File: config.mk
export PLATFORM = sky130hd
export DESIGN_NAME = imem_loader
export DESIGN_NICKNAME = d
export VERILOG_FILES = /design/src/rtl/rv_pkg.sv /design/src/rtl/imem_loader_byte_packer.sv /design/src/rtl/imem_loader.sv
export SDC_FILE = /design/constraint.sdc
export NUM_CORES = 1
export LEC_CHECK = 0
export CAP_MARGIN = 30
export CORE_ASPECT_RATIO = 0.6
export CORE_UTILIZATION = 51
export DETAILED_ROUTE_END_ITERATION = 10
export PLACE_DENSITY_LB_ADDON = 0.3
export SLEW_MARGIN = 5
export SYNTH_ARGS = -nofsm -noshare
export SYNTH_HDL_FRONTEND = slang
export SYNTH_SLANG_ARGS = --single-unit
File: constraint.sdc
create_clock -name clk -period 7 [get_ports clk]
set_input_delay 2.1 -clock clk [delete_from_list [all_inputs] [get_ports clk]]
set_output_delay 2.1 -clock clk [all_outputs]
set_load 0.005 [all_outputs]
File: src/rtl/rv_pkg.sv
// Shared definitions for the boot loader and instruction memory.
// State codes are plain localparams so legacy tools read them as constants.
package rv_pkg;

    localparam int IMEM_DEPTH_WORDS = 64;

    typedef logic [2:0] loader_state_t;

    localparam loader_state_t LEN0 = 3'd0;
    localparam loader_state_t LEN1 = 3'd1;
    localparam loader_state_t DATA = 3'd2;
    localparam loader_state_t CSUM = 3'd3;
    localparam loader_state_t DONE = 3'd4;
    localparam loader_state_t ERR  = 3'd5;

endpackage

File: src/rtl/imem_loader_byte_packer.sv
// Little-endian byte-to-word assembler for the program loader.
// Raises o_word_ready for one cycle after the fourth byte of a word is taken.
module byte_packer #(
    parameter int WIDTH = 32
) (
    input  logic             clk,
    input  logic             rst,
    input  logic             i_clear,
    input  logic             i_take,
    input  logic [7:0]       i_byte,
    output logic [WIDTH-1:0] o_word,
    output logic             o_word_ready
);

    logic [WIDTH-1:0] r_word;
    logic [1:0]       r_byte_idx;
    logic             r_word_ready;

    always_ff @(posedge clk or negedge rst) begin
        if (!rst) begin
            r_word       <= '0;
            r_byte_idx   <= 2'd0;
            r_word_ready <= 1'b0;
        end else if (i_clear) begin
            r_word       <= '0;
            r_byte_idx   <= 2'd0;
            r_word_ready <= 1'b0;
        end else begin
            r_word_ready <= i_take && (r_byte_idx == 2'd3);
            if (i_take) begin
                r_word[{r_byte_idx, 3'b000} +: 8] <= i_byte;
                r_byte_idx <= r_byte_idx + 2'd1;
            end
        end
    end

    assign o_word       = r_word;
    assign o_word_ready = r_word_ready;

endmodule

File: src/rtl/imem_loader.sv
// Boot loader: length header, little-endian words into imem, then core release.
// Define IMEM_LOADER_CHECKSUM_EN to require a trailing XOR checksum byte.
module imem_loader
    import rv_pkg::*;
#(
    parameter int WIDTH       = 32,
    parameter int DEPTH_WORDS = IMEM_DEPTH_WORDS,
    parameter int CNT_W       = 16
) (
    input  logic             clk,
    input  logic             rst,
    input  logic             rx_valid,
    input  logic [7:0]       rx_data,
    output logic             rx_ready,
    input  logic             reload,
    output logic             imem_we,
    output logic [WIDTH-1:0] imem_addr,
    output logic [WIDTH-1:0] imem_wdata,
    output logic             core_rst,
    output logic             done,
    output logic             error
);

    localparam int IDX_W = $clog2(DEPTH_WORDS) + 1;

`ifdef IMEM_LOADER_CHECKSUM_EN
    localparam loader_state_t END_STATE = CSUM;
`else
    localparam loader_state_t END_STATE = DONE;
`endif

    loader_state_t    r_state;
    logic             r_armed;
    logic [7:0]       r_len_lo;
    logic [CNT_W-1:0] r_count;
    logic [IDX_W-1:0] r_word_idx;

    logic             w_take;
    logic             w_restart;
    logic             w_word_ready;
    logic             w_last;
    logic [IDX_W-1:0] w_idx_next;
    logic [CNT_W-1:0] w_n;
    logic [WIDTH-1:0] w_word;

    assign w_take     = rx_valid && rx_ready;
    assign w_restart  = reload && ((r_state == DONE) || (r_state == ERR));
    assign w_idx_next = r_word_idx + 1'b1;
    assign w_n        = {rx_data, r_len_lo};
    assign w_last     = w_word_ready && ({{(CNT_W-IDX_W){1'b0}}, w_idx_next} == r_count);

    byte_packer #(.WIDTH(WIDTH)) u_packer (
        .clk          (clk),
        .rst          (rst),
        .i_clear      (w_restart),
        .i_take       (w_take && (r_state == DATA)),
        .i_byte       (rx_data),
        .o_word       (w_word),
        .o_word_ready (w_word_ready)
    );

    // Bytes are refused during the final write so nothing leaks past the image.
    always_comb begin
        rx_ready = 1'b0;
        if (r_armed) begin
            case (r_state)
                LEN0, LEN1: rx_ready = 1'b1;
                DATA:       rx_ready = !w_last;
`ifdef IMEM_LOADER_CHECKSUM_EN
                CSUM:       rx_ready = 1'b1;
`endif
                default:    rx_ready = 1'b0;
            endcase
        end
    end

`ifdef IMEM_LOADER_CHECKSUM_EN
    logic [7:0] r_xor;

    always_ff @(posedge clk or negedge rst) begin
        if (!rst) begin
            r_xor <= 8'h00;
        end else if (w_restart) begin
            r_xor <= 8'h00;
        end else if (w_take && (r_state == DATA)) begin
            r_xor <= r_xor ^ rx_data;
        end
    end
`endif

    always_ff @(posedge clk or negedge rst) begin
        if (!rst) begin
            r_state    <= LEN0;
            r_armed    <= 1'b0;
            r_len_lo   <= 8'h00;
            r_count    <= '0;
            r_word_idx <= '0;
        end else begin
            r_armed <= 1'b1;
            case (r_state)
                LEN0: begin
                    if (w_take) begin
                        r_len_lo <= rx_data;
                        r_state  <= LEN1;
                    end
                end
                LEN1: begin
                    if (w_take) begin
                        r_count <= w_n;
                        if (w_n == '0)
                            r_state <= END_STATE;
                        else if (w_n > CNT_W'(DEPTH_WORDS))
                            r_state <= ERR;
                        else
                            r_state <= DATA;
                    end
                end
                DATA: begin
                    if (w_word_ready) begin
                        r_word_idx <= w_idx_next;
                        if (w_last)
                            r_state <= END_STATE;
                    end
                end
`ifdef IMEM_LOADER_CHECKSUM_EN
                CSUM: begin
                    if (w_take)
                        r_state <= (rx_data == r_xor) ? DONE : ERR;
                end
`endif
                DONE, ERR: begin
                    if (reload) begin
                        r_state    <= LEN0;
                        r_word_idx <= '0;
                    end
                end
                default: r_state <= LEN0;
            endcase
        end
    end

    assign imem_we    = w_word_ready && (r_state == DATA);
    assign imem_addr  = {{(WIDTH-IDX_W-2){1'b0}}, r_word_idx, 2'b00};
    assign imem_wdata = w_word;
    assign core_rst   = (r_state != DONE);
    assign done       = (r_state == DONE);
    assign error      = (r_state == ERR);

endmodule
# Word level (Yosys, flattened, before mapping)
# Index checks and enable logic that the tools add are counted.
# W data, S select, Z words.
# word_totals
regBits,70
inputBits,12
output_inout_bits,69
# classes
addsub,3
magnitude_cmp,1
eq_ne,12
shift,2
mux,19
reduce_logical,18
# op_table
operator,count
$mux W32,2
$bwmux W32,1
$shift A8 B7 Y32 const A,1
$shiftx A8 B7 Y32,1
$mux W3,7
$eq A7 B16 Y1,1
$gt A16 B7 Y1 const B,1
$logic_not A16 Y1,1
$mux W7,2
$pmux W7 S2,1
$pmux W3 S4,1
$ne A2 B2 Y1 const B,4
$add A7 B1 Y7 const B,1
$neg A5 Y7,1
$eq A3 B3 Y1 const B,2
$logic_and A1 B1 Y1,6
$reduce_and A5 Y1,1
$mux W2,2
$reduce_and A2 Y1,2
$reduce_bool A2 Y1,2
$reduce_or A2 Y1,2
$eq A3 B1 Y1 const B,1
$eq A3 B2 Y1 const B,1
$logic_not A3 Y1,1
9 further kinds,10

# Depth between registers and ports, before layout
# logic_depth
depth_word,10
mapped_depth,9

# Modules after synthesis
# From an unflattened synthesis, not the netlist that was laid out.
# hier_totals
cells_unflattened,310
area_unflattened_um2,3552.2
# modules_own_cells
module,n_inst,cells_each,area_each_um2,seq_area_each_um2
imem_loader,1,183,1944.4,875.8
byte_packer,1,127,1607.8,875.8

# Worst setup path after synthesis
# No wires, ideal clock.
# synth_timing
path_kind,register to output
from,register r_word_idx[0]
to,output rx_ready
t_arrival_ps,1975
setup_slack_ps,2925
stages_incl_launch_ff,9
n_path_buf,1
cell_sequence,dfrtp_1 > ha_1 > nand4_1 > nor4b_1 > nor2b_1 > a2111o_1 > buf_6 > and2_1 > o21a_1
# synth_between
elab_chain_cells,6
# synth_lines
element,line,rtl
from (decl),imem_loader.sv:36,logic [IDX_W-1:0] r_word_idx;
from (signal assigned),imem_loader.sv:120,r_word_idx <= w_idx_next;
$add A7 B1 Y7,imem_loader.sv:48,assign w_idx_next = r_word_idx + 1'b1;
$eq A7 B16 Y1,imem_loader.sv:50,"assign w_last = w_word_ready && ({{(CNT_W-IDX_W){1'b0}}, w_idx_next} == r_count);"
$logic_and A1 B1 Y1,imem_loader.sv:50,
$logic_not A1 Y1,imem_loader.sv:68,DATA: rx_ready = !w_last;
$pmux W1 S2,imem_loader.sv:66,case (r_state)
$mux W1,imem_loader.sv:65,if (r_armed) begin
to (decl),imem_loader.sv:14,"output logic rx_ready,"
# Every way passes these cells.

# Worst setup path after layout
# Ends and elaborated chain as after synthesis.

==> results.yml <==
outcome:
  status: "completed"
drt:
  routed_via_density: 5.60
  drt_wl_total_mm: 8.32
  drtPass1Iterations: 5
  drtIter0Drc: 187
  detail-route-antenna-nets: 0
  wl_per_cell_microns: 17.1
  drc: 0
  vias: 2728
clock_network:
  clk_latency_ns: 0.33
  clockRootBuffer: "clkbuf_16"
  cts_setup_buffers: 0
  ctsResizeCount: 0
  hold_buffers: 0
  cts_buffers: 9
  clock-sinks: 70
  cts_buffer_depth: 2
  cts_max_level: 3
  clk_pin_slew_worst_paths_ns: 0.05
  cts_tree: "built"
worst_hold_path:
  hold_class: "reg -> reg"
  hp-start: "u_packer.o_word[2]$_DFFE_PN0P_"
  whs_endpoint: "u_packer.o_word[2]$_DFFE_PN0P_"
  worstHoldPathCells: 1
placement:
  dp_cells: 470
  gp_congestion: 0.810
  dpl_cell_area_sq_um: 4110
  dp_hpwl_mm: 5.56
  portBuffers: 55
  pre_cts_ws_ns: 2.24
yosys:
  synth_commonest_cells: "70 x dfrtp_1, 66 x nand2_1, 27 x mux2i_1"
  synth-main-ff-cell: "dfrtp_1"
  synth_top_cell_area_share: 0.483
  synth_warnings: 0
  synth_area_leaders: "dfrtp_1 48%, mux2i_1 7.5%, mux2_2 7.5%"
  synth_top_area_cell: "dfrtp_1"
  synthesis.area_sq_um: 3620
  syn_inst: 343
  yosysMostFrequentCell: "dfrtp_1"
  yosysSeqAreaShare: 0.483
  async_reset_ff_frac: 1.00
  ys_ff_latch: 70
  synth-edff-count: 0
  synth.distinct_cells: 52
  avgSynthCellArea_sq_um: 10.6
timing:
  maxSlewViolCount: 0
  post-route-min-period_ns: 5.16
  setup_violations: 0
  min_period_over_period: 0.738
  worst_slack_ns: 1.84
  fmaxAchievable_ghz: 0.194
  relSlewSlack: 0.413
  finalClockSkew_ns: 0.00419
  fin_tns_setup_ns: 0
  finalHoldViolations: 0
  worst_slew_pin_slew_ns: 0.880
  rsz0062_at_grt: "false"
floorplan:
  die_area_sq_um: 7460
  start_util: 0.536
  num_rows: 23
  ios: 81
  die_w_microns: 111
  core_area_sq_um: 6760
  dieHeight_microns: 67.3
power:
  p_leak_nw: 2.05
  max-vdd-ir-drop_v: 0.000147
  power_density_nw_per_um2: 268
critical_path:
  cpPeakStageDelay_ns: 0.56
  cpMaxStageDelayCell: "a2111o_1"
  ff2ff_setup_slack_ns: 4.47
  cp_max_fo: 9
  crit_path_end_kind: "output pin"
  cp_top_family: "simple AND/OR/NAND/NOR gates"
  critPathArrivalTime_ns: 3.06
  critical_path.cell_chain: "ha_1 > nand4_1 > nor4b_1 > nor2b_1 > a2111o_1 > and2_1 > o21a_1 > clkdlybuf4s50_1"
  rr_worst_depth: 7
  crit_type: "reg -> out"
  worstSetupStartpointType: "register"
  required_ns: 4.90
  worstReg2RegStart: "r_word_idx[0]$_DFFE_PN0P_"
  r2r-end: "u_packer.o_word[4]$_DFFE_PN0P_"
  critical_path_buf_inv_count: 1
final_layout:
  drive_gt1_frac: 0.140
  final_core_util: 0.656
  fin_cells: 487
  syn_to_final_growth_pct: 22.4
  layout.nets: 414
  final_area_sq_um: 4440
  num_antenna_cells: 0
grt:
  grt_pass1_wl_mm: 13.1
  first_global_vias: 2473
  grt_antenna_before_repair: 0
  grt_max_degree: 71
  grt-ovfl-total: 0
  grtUsageTotal: 0.234
run:
  max_cap_violations: 0
==> cells by family after synthesis <==
kind of cell,after synthesis,share of synthesized area
xor+xnor,7,0.0169
buf+inv,46,0.0808
fa+ha+maj,6,0.0207
flops,70,0.483
mux,51,0.149
other cells,2,0.00207
simple gates,125,0.173
compound gates,36,0.0742
==> routing by layer <==
metal	vias to the layer above	wire length [microns]	track usage	share of wire
li1	1241	-	-	-
met1	1360	3970	0.344	0.48
met2	117	3660	0.339	0.44
met3	10	614	0.0655	0.074
met4	0	74	0.0633	0.0089
met5	-	0	0	0
==> sequential cells by signal (all words and copies together) (netlist names) <==
signal	cells
r_count	16
r_state	3
r_len_lo	8
r_word_idx	7
u_packer.r_byte_idx	2
r_armed	1
u_packer.o_word	32
u_packer.o_word_ready	1
==> where the power goes <==
group / total, mW / switching [mW] / internal, mW / leakage [nW]
logic: 0.181 / 0.0814 / 0.0995 / 0.978
registers: 0.543 / 0.0675 / 0.476 / 0.922
clock network: 0.464 / 0.162 / 0.302 / 0.151
==> worst reg2reg max path: stages, from the launching register on <==
cell,delay [ns]
dfrtp_1,0.46
ha_1,0.32
nand4_1,0.13
nor4b_1,0.28
nor2b_1,0.08
a2111o_1,0.56
a31oi_2,0.44
a32o_1,0.19
==> cell type report <==
class | instances | area, sq um
fillers | 540 | 2330
repair buffers | 59 | 579
flip-flops and latches | 70 | 1750
clock inverters | 3 | 42.5
multi-input cells | 251 | 1670
well taps | 87 | 109
clock buffers | 12 | 267
inverters | 5 | 18.8
==> how the worst max path moves through the flow <==
stage	cells past startpoint	slack (ns)	startpoint	endpoint
3_5_place_dp	8	2.24	r_word_idx[0]$_DFFE_PN0P_	rx_ready
5_1_grt	8	1.67	r_word_idx[0]$_DFFE_PN0P_	rx_ready
4_1_cts	8	1.88	r_word_idx[0]$_DFFE_PN0P_	rx_ready
6_report	8	1.84	r_word_idx[0]$_DFFE_PN0P_	rx_ready
2_1_floorplan	8	2.92	r_word_idx[0]$_DFFE_PN0P_	rx_ready
3_3_place_gp	8	2.29	r_word_idx[0]$_DFFE_PN0P_	rx_ready
==> layout by cell type, fill, tap and decap left out, types with 4 or more instances in the layout <==
master and count:
dfrtp_1 70, o21ai_0 11, a32o_1 5, nand3_1 7, clkbuf_16 9, conb_1 26, inv_1 5, nor2_1 13
and2_1 5, mux2_2 24, clkdlybuf4s50_1 54, nand2_1 66, xnor2_1 4, ha_1 6, nor3_1 4, mux2i_1 27
==> metrics by stage <==
stage	total power, mW	hold slack, ns
finish	1.19	0.511
global route	1.24	0.521
CTS	1.19	0.511
detailed placement	0.724	0.491
global placement	0.713	0.488
floorplan	0.666	0.480
No activity file was read; power rests on OpenSTA's default activity.
